[src/rtl/sram_prog_loader.sv]
// rtl/sram_prog_loader.sv - boot loader packing a byte stream into words for SRAM port 0
module sram_prog_loader #(
  parameter int unsigned ADDR_WIDTH = 8,
  parameter int unsigned DATA_WIDTH = 32,
  parameter int unsigned NUM_WMASKS = 4,
  parameter int unsigned BASE_ADDR  = 0
) (
  input  logic                  clk0,
  input  logic                  resetb,
  input  logic                  start,
  input  logic [ADDR_WIDTH:0]   num_words,
  input  logic                  byte_valid,
  input  logic [7:0]            byte_data,
  output logic                  byte_ready,
  output logic                  busy,
  output logic                  done,
  output logic                  err,
  output logic [31:0]           checksum,
  output logic                  cpu_stall,
  input  logic                  cpu_csb0,
  input  logic                  cpu_web0,
  input  logic [NUM_WMASKS-1:0] cpu_wmask0,
  input  logic [ADDR_WIDTH-1:0] cpu_addr0,
  input  logic [DATA_WIDTH-1:0] cpu_din0,
  output logic                  sram_csb0,
  output logic                  sram_web0,
  output logic [NUM_WMASKS-1:0] sram_wmask0,
  output logic [ADDR_WIDTH-1:0] sram_addr0,
  output logic [DATA_WIDTH-1:0] sram_din0
);

  typedef enum logic [1:0] {
    S_IDLE    = 2'd0,
    S_COLLECT = 2'd1,
    S_WRITE   = 2'd2,
    S_FINISH  = 2'd3
  } state_t;

  // Largest load that fits between BASE_ADDR and the top of the macro.
  localparam logic [ADDR_WIDTH:0] MAX_WORDS =
    (ADDR_WIDTH+1)'((1 << ADDR_WIDTH) - BASE_ADDR);
  localparam logic [ADDR_WIDTH-1:0] BASE = ADDR_WIDTH'(BASE_ADDR);

  state_t                  state_q;
  logic [1:0]              byte_idx_q;
  logic [DATA_WIDTH-1:0]   word_q;
  logic [ADDR_WIDTH:0]     count_q;
  logic [ADDR_WIDTH-1:0]   addr_q;
  logic [31:0]             checksum_q;
  logic                    done_q;
  logic                    err_q;
  logic                    busy_q;
  logic                    byte_ready_q;

  always_ff @(posedge clk0) begin
    if (!resetb) begin
      state_q      <= S_IDLE;
      byte_idx_q   <= 2'd0;
      word_q       <= '0;
      count_q      <= '0;
      addr_q       <= BASE;
      checksum_q   <= 32'd0;
      done_q       <= 1'b0;
      err_q        <= 1'b0;
      busy_q       <= 1'b0;
      byte_ready_q <= 1'b0;
    end else begin
      case (state_q)
        S_IDLE: begin
          if (start) begin
            if (num_words == '0) begin
              done_q     <= 1'b1;
              err_q      <= 1'b0;
              checksum_q <= 32'd0;
            end else if (num_words > MAX_WORDS) begin
              done_q <= 1'b0;
              err_q  <= 1'b1;
            end else begin
              count_q      <= num_words;
              addr_q       <= BASE;
              byte_idx_q   <= 2'd0;
              checksum_q   <= 32'd0;
              done_q       <= 1'b0;
              err_q        <= 1'b0;
              busy_q       <= 1'b1;
              byte_ready_q <= 1'b1;
              state_q      <= S_COLLECT;
            end
          end
        end
        S_COLLECT: begin
          if (byte_valid && byte_ready_q) begin
            word_q[{byte_idx_q, 3'b000} +: 8] <= byte_data;
            byte_idx_q <= byte_idx_q + 2'd1;
            if (byte_idx_q == 2'd3) begin
              byte_ready_q <= 1'b0;
              state_q      <= S_WRITE;
            end
          end
        end
        S_WRITE: begin
          checksum_q <= checksum_q + word_q;
          addr_q     <= addr_q + ADDR_WIDTH'(1);
          count_q    <= count_q - (ADDR_WIDTH+1)'(1);
          byte_idx_q <= 2'd0;
          if (count_q == (ADDR_WIDTH+1)'(1)) begin
            state_q <= S_FINISH;
          end else begin
            byte_ready_q <= 1'b1;
            state_q      <= S_COLLECT;
          end
        end
        S_FINISH: begin
          done_q  <= 1'b1;
          busy_q  <= 1'b0;
          state_q <= S_IDLE;
        end
        default: state_q <= S_IDLE;
      endcase
    end
  end

  // Port 0 mux: CPU owns it in IDLE, the loader drives it from registers otherwise.
  always_comb begin
    sram_csb0   = 1'b1;
    sram_web0   = 1'b1;
    sram_wmask0 = '0;
    sram_addr0  = addr_q;
    sram_din0   = word_q;
    if (resetb) begin
      if (state_q == S_IDLE) begin
        sram_csb0   = cpu_csb0;
        sram_web0   = cpu_web0;
        sram_wmask0 = cpu_wmask0;
        sram_addr0  = cpu_addr0;
        sram_din0   = cpu_din0;
      end else if (state_q == S_WRITE) begin
        sram_csb0   = 1'b0;
        sram_web0   = 1'b0;
        sram_wmask0 = '1;
      end
    end
  end

  assign byte_ready = byte_ready_q;
  assign busy       = busy_q;
  assign cpu_stall  = busy_q;
  assign done       = done_q;
  assign err        = err_q;
  assign checksum   = checksum_q;

endmodule
[config.mk]
export PLATFORM = sky130hd
export DESIGN_NAME = sram_prog_loader
export DESIGN_NICKNAME = d
export VERILOG_FILES = /design/src/rtl/sram_prog_loader.sv
export SDC_FILE = /design/constraint.sdc
export NUM_CORES = 1
export LEC_CHECK = 0
export ABC_AREA = 1
export CAP_MARGIN = 0
export CORE_MARGIN = 1.5
export CORE_UTILIZATION = 52
export DETAILED_ROUTE_END_ITERATION = 10
export GPL_TIMING_DRIVEN = 0
export MAX_ROUTING_LAYER = met4
export PLACE_DENSITY = 0.84
export SYNTH_ARGS = -nofsm -noshare
export SYNTH_HDL_FRONTEND = slang
export SYNTH_SLANG_ARGS = --single-unit
[constraint.sdc]
create_clock -name clk0 -period 2.4 [get_ports clk0]
set_input_delay 0.72 -clock clk0 [delete_from_list [all_inputs] [get_ports clk0]]
set_output_delay 0.72 -clock clk0 [all_outputs]
set_load 0.01 [all_outputs]
=== Word level (Yosys, flattened, before mapping) ===
Index checks and enable logic that the tools add are counted.
W data, S select, Z words.

* Flip-flop bits (word level): 89

* $add $sub $neg: 5
* Order comparisons: 1
* Equality and inequality tests: 12
* Shift-type cells: 2
* Mux-type cells: 50
* Reduce and logical (&&, ||, !) cells: 15

{| class="wikitable"
|+ Operator list
! kind !! number
|-
| $mux W32 || 5
|-
| $pmux W32 S2 || 1
|-
| $mux W8 || 5
|-
| $add A32 B32 Y32 || 1
|-
| $bwmux W32 || 1
|-
| $shift A8 B7 Y32 const A || 1
|-
| $shiftx A8 B7 Y32 || 1
|-
| $mux W9 || 3
|-
| $mux W2 || 10
|-
| $pmux W9 S2 || 1
|-
| $pmux W8 S2 || 1
|-
| $mux W1 || 15
|-
| $mux W4 || 3
|-
| $ne A2 B2 Y1 const B || 6
|-
| $reduce_and A5 Y1 || 2
|-
| $eq A9 B1 Y1 const B || 1
|-
| $gt A9 B9 Y1 const B || 1
|-
| $logic_not A9 Y1 || 1
|-
| $sub A9 B1 Y9 const B || 1
|-
| $add A8 B1 Y8 const B || 1
|-
| $pmux W2 S4 || 1
|-
| $reduce_and A4 Y1 || 2
|-
| $neg A5 Y7 || 1
|-
| $reduce_and A7 Y1 || 1
|-
| other kinds (13) || 19
|}

=== Depth between registers and ports, before layout ===
Gate-level depths: netlist of run 1.

* Depth in word-level cells: 5
* Gate-level depth with buffers: 13
* Mapped depth without buffers: 13

=== Least setup slack after synthesis of run 1 ===
No wires, ideal clock.

* Kind: input-to-output
* Start: in resetb
* End: out sram_addr0[2]
* Data arrival time: 1626 ps
* Required time: 1680 ps
* Path slack: 54 ps
* Stages on the path: 6
* Buffers on the path: 2
* Cell sequence: inv_1 nor2_1 nand2_1 buf_2 buf_1 a21oi_1

* Cells in the longest elaborated chain, start to end: 1

{| class="wikitable"
|+ RTL lines
! what !! line !! RTL
|-
| from (decl) || 9 || <nowiki>input logic resetb,</nowiki>
|-
| $mux W8 || 130 || <nowiki>if (resetb) begin</nowiki>
|-
| to (decl) || 28 || <nowiki>output logic [ADDR_WIDTH-1:0] sram_addr0,</nowiki>
|}

No other way between the ends.

=== Worst setup path after layout of run 1 ===
* Start: reg state_q[1]
* End: out sram_din0[24]

* Cells in the longest elaborated chain, start to end: 3

{| class="wikitable"
|+ RTL lines
! what !! line !! RTL
|-
| from (decl) || 44 || <nowiki>state_t state_q;</nowiki>
|-
| from (signal assigned) || 57 || <nowiki>state_q <= S_IDLE;</nowiki>
|-
| from (signal assigned) || 87 || <nowiki>state_q <= S_COLLECT;</nowiki>
|-
| from (signal assigned) || 97 || <nowiki>state_q <= S_WRITE;</nowiki>
|-
| $logic_not A2 Y1 || 131 || <nowiki>if (state_q == S_IDLE) begin</nowiki>
|-
| $mux W32 || 131 ||
|-
| $mux W32 || 130 ||
|-
| to (decl) || 29 || <nowiki>output logic [DATA_WIDTH-1:0] sram_din0</nowiki>
|}

No other way between the ends.

==> flow_summary.toml, run 1 <==
[finish]
syn_to_final_growth_pct = 34.86
multi_input_area_um2 = 4324
drive_above_1_share_pct = 12.85
nNetsFinal = 1417
antenna_cells = 0
n_fill_cell = 1093
fin_util_pct = 72.02
register_area_um2 = 1784

[yosys]
synth_area_um2 = 6766
synth_top_area_share_pct = 26.33
synth_mux_area_share_pct = 1.128
yosysSeqAreaShare_pct = 26.33
synth_compound_area_share_pct = 18.27
synth-main-ff-cell = "dfxtp_1"
synth_top_family_by_area = "simple AND/OR/NAND/NOR gates"
synth.distinct_cells = 41
synth_edf_count = 0
synth_warnings = 0
post-synth-top-count-cell = "nand2_1"
async_flop_share_pct = 0
synth_cells = 1137
post_synth.cell_area_avg_um2 = 5.951
syn_nets = 1244
synth_seq_cells = 89
synth_xor_area_share_pct = 0.3883
synth_fa_ha_area_share_pct = 7.507
synthTopCellsByArea = "dfxtp_1, nand2_1, a21oi_1"
synth_area_leader_cell = "dfxtp_1"
synth_common_cells = "nand2_1, inv_1, a21oi_1, nor2_1, dfxtp_1"
synthSimpleGateAreaFrac_pct = 33.47

[hold_path]
min_to = "checksum[7]"
min_path_cells = 2
min_from = "checksum[7]"
min_path_type = "reg2reg"

[sta]
finalSetupViolCount = 10
rsz0062_at_grt = "true"
post-route-period-util_pct = 102.8
worst_pin_slew_ns = 0.7820
max-slew-margin-rel_pct = 47.87
finalMaxSlewViolations = 0
min_period_ns = 2.468
finalClockSkew_ns = 0.004714
hold_viol = 0
fmax_mhz = 405.2
layout_setup_ws_ns = -0.06800

[die]
fp.dieW_um = 117.1
initial_core_util_pct = 53.40
die_area_um2 = 13710
core_area_um2 = 12670
num_io_pins = 150
die_h_um = 117.1
rows = 41

[pwr]
power.share.combinational_pct = 28.7
leakagePower_nw = 4.359
pwr-share-clk_pct = 35.1
p_sw_mw = 1.399
ir_drop_mv = 0.3165
seq_power_share_pct = 36.3
power_density_nw_per_um2 = 471.7
switching_share_pct = 32.50
internal-power_mw = 2.906
finalPower_mw = 4.305

[global_routing]
grt_start_max_net_pins = 16
antenna_found_initial = 0
grt.overflow.total = 0
grtUsageTotal_pct = 34.44
grt_pass1_wl_um = 34380
grt_pass1_vias = 6942

[clocking]
cts.sinks = 89
cts_tree = "done"
clk_latency_ns = 0.36
clk_pin_slew_ns = 0.07
ctsHtreeMaxLevel = 3
clockBufferDepth = 2
cts_root_buf = "clkbuf_16"
numCtsBuffers = 9

[drt]
drt_iter0_markers = 682
drc = 0
via_per_inst = 5.399
antenna_left = 0
vias = 8029
first_pass_iters = 8
drt-wirelength-per-cell_um = 15.78
routed_wl_um = 23470

[run]
maxCapViolations = 0

[worst_setup_path]
cp_cell_sequence = "buf_6 > clkinvlp_4 > nand2_4 > buf_16 > clkbuf_16 > nor2_4 > a21oi_2 > buf_2"
start_kind = "flop"
rr_worst_depth = 13
path_class = "reg2out"
r2r_start = "checksum[0]"
end_kind = "output port"
cp_top_family = "buffers and inverters"
slowest_stage = "dfxtp_2"
cpPeakStageDelay_ns = 0.33
cp_data_required_time_ns = 1.68
timing.rr.end = "checksum[24]"
rrSetupSlack_ns = 0.16
arrival_ns = 1.75
crit_fanout = 8
worst-path-buf-inv = 5

[placement]
dp_hpwl_um = 17640
pre_cts_ws_ns = -1.384
gp_congestion = 0.9536
portBuffers = 149

[status]
status = "finished with violations"
violations = "negative setup slack"
==> power by group through the flow <==
stage | clock, mW | combinational [mW] | sequential (mW)
detailed placement | 0 | 1.06 | 1.59
global route | 1.56 | 1.32 | 1.57
floorplan | 0 | 0.555 | 1.58
CTS | 1.52 | 1.05 | 1.56
finish | 1.51 | 1.23 | 1.56
global placement | 0 | 1.05 | 1.59
==> sequential cells by signal, summed over array words and instances, names as in the netlist <==
register,count
count_q,9
checksum,32
addr_q,8
err,1
byte_ready,1
done,1
busy,1
word_q,32
state_q,2
byte_idx_q,2
==> what timing repair did <==
action                     4_1_cts  5_1_grt
cloned                           1        4
resized for setup              185       92
setup endpoints to repair       46       55
setup buffers                    2        6
pin swaps                        1        5
hold buffers                     0        0
==> how the worst max path moves through the flow <==
stage,from,end,depth (start not counted)
2_1_floorplan,resetb,sram_addr0[2],6
3_3_place_gp,resetb,sram_addr0[5],8
3_5_place_dp,resetb,sram_din0[27],8
4_1_cts,state_q[1],sram_din0[17],6
5_1_grt,state_q[1],sram_din0[24],8
6_report,state_q[1],sram_din0[24],8
==> logic make-up after synthesis <==
group	after synthesis
flip-flops	89
AO/OA/AOI/OAI	228
adder cells (fa/ha/maj)	40
XOR/XNOR	3
AND/OR/NAND/NOR	552
multiplexers	7
buffers and inverters	218
==> worst reg2reg max path: stages (launching register included) <==
cell and delay (ns):
dfxtp_1 0.36, ha_1 0.23, inv_1 0.07, fa_1 0.37, inv_2 0.14, nand3_1 0.09
nand3_1 0.17, nand2_1 0.11, nand2_1 0.12, nand2_1 0.11, nand3_1 0.10, nand2_1 0.05
nand3_1 0.10, a21oi_1 0.08
==> metal layers <==
layer / up-vias / share of wire, % / track usage, %
met2: 360 / 48 / 56.45
met3: 76 / 6.6 / 4.840
met5: - / 0 / -
met1: 3615 / 41 / 42.23
met4: 0 / 4.4 / 15.58
li1: 3978 / - / -
==> metrics by stage <==
stage | instances | hold slack (ns) | TNS, ns | instance area (um^2)
detailed placement | 1458 | 0.4681 | -65.78 | 8473
CTS | 1477 | 0.4775 | -1.706 | 8747
floorplan | 1137 | 0.4455 | 0 | 6766
global route | 1487 | 0.5172 | -1.390 | 9125
global placement | 1458 | 0.4712 | -64.79 | 8473
finish | 1487 | 0.4911 | -0.1658 | 9125
==> area by class of cell <==
| cell class | instances | area share [%] |
|---|---|---|
| plain buffers | 35 | 3.318 |
| clock buffers | 10 | 2.619 |
| clock inverters | 6 | 0.7267 |
| inverters | 183 | 7.637 |
| multi-input cells | 830 | 47.39 |
| flip-flops and latches | 89 | 19.55 |
| well taps | 172 | 2.358 |
| repair buffers | 162 | 16.40 |
==> cells in the final DEF, fill, tap and decap left out, drive strengths merged <==
master,synthesis,routed
a211oi,11,11
a21o,2,2
a21oi,147,147
a22oi,1,1
a31oi,4,4
a41oi,2,2
buf,21,72
bufinv,0,1
clkbuf,14,27
clkdlybuf4s50,0,102
clkinv,1,1
clkinvlp,0,5
dfxtp,89,89
dlygate4sd2,0,6
fa,1,1
ha,39,39
inv,182,182
mux2,5,5
mux2i,2,2
nand2,325,325
nand3,70,70
nand3b,4,4
nand4,6,6
nor2,136,136
nor3,8,8
nor3b,1,1
o21a,1,1
o21ai,55,55
o21bai,3,3
o31ai,2,2
or2,2,2
xor2,3,3
No activity file was read; power rests on OpenSTA's default activity.
==> inputs of run 2 (changes only) <==
- CTS_CLUSTER_DIAMETER: not set -> 50
==> results of run 2 <==
Final layout, timing and power as in run 1 (identical DEF).
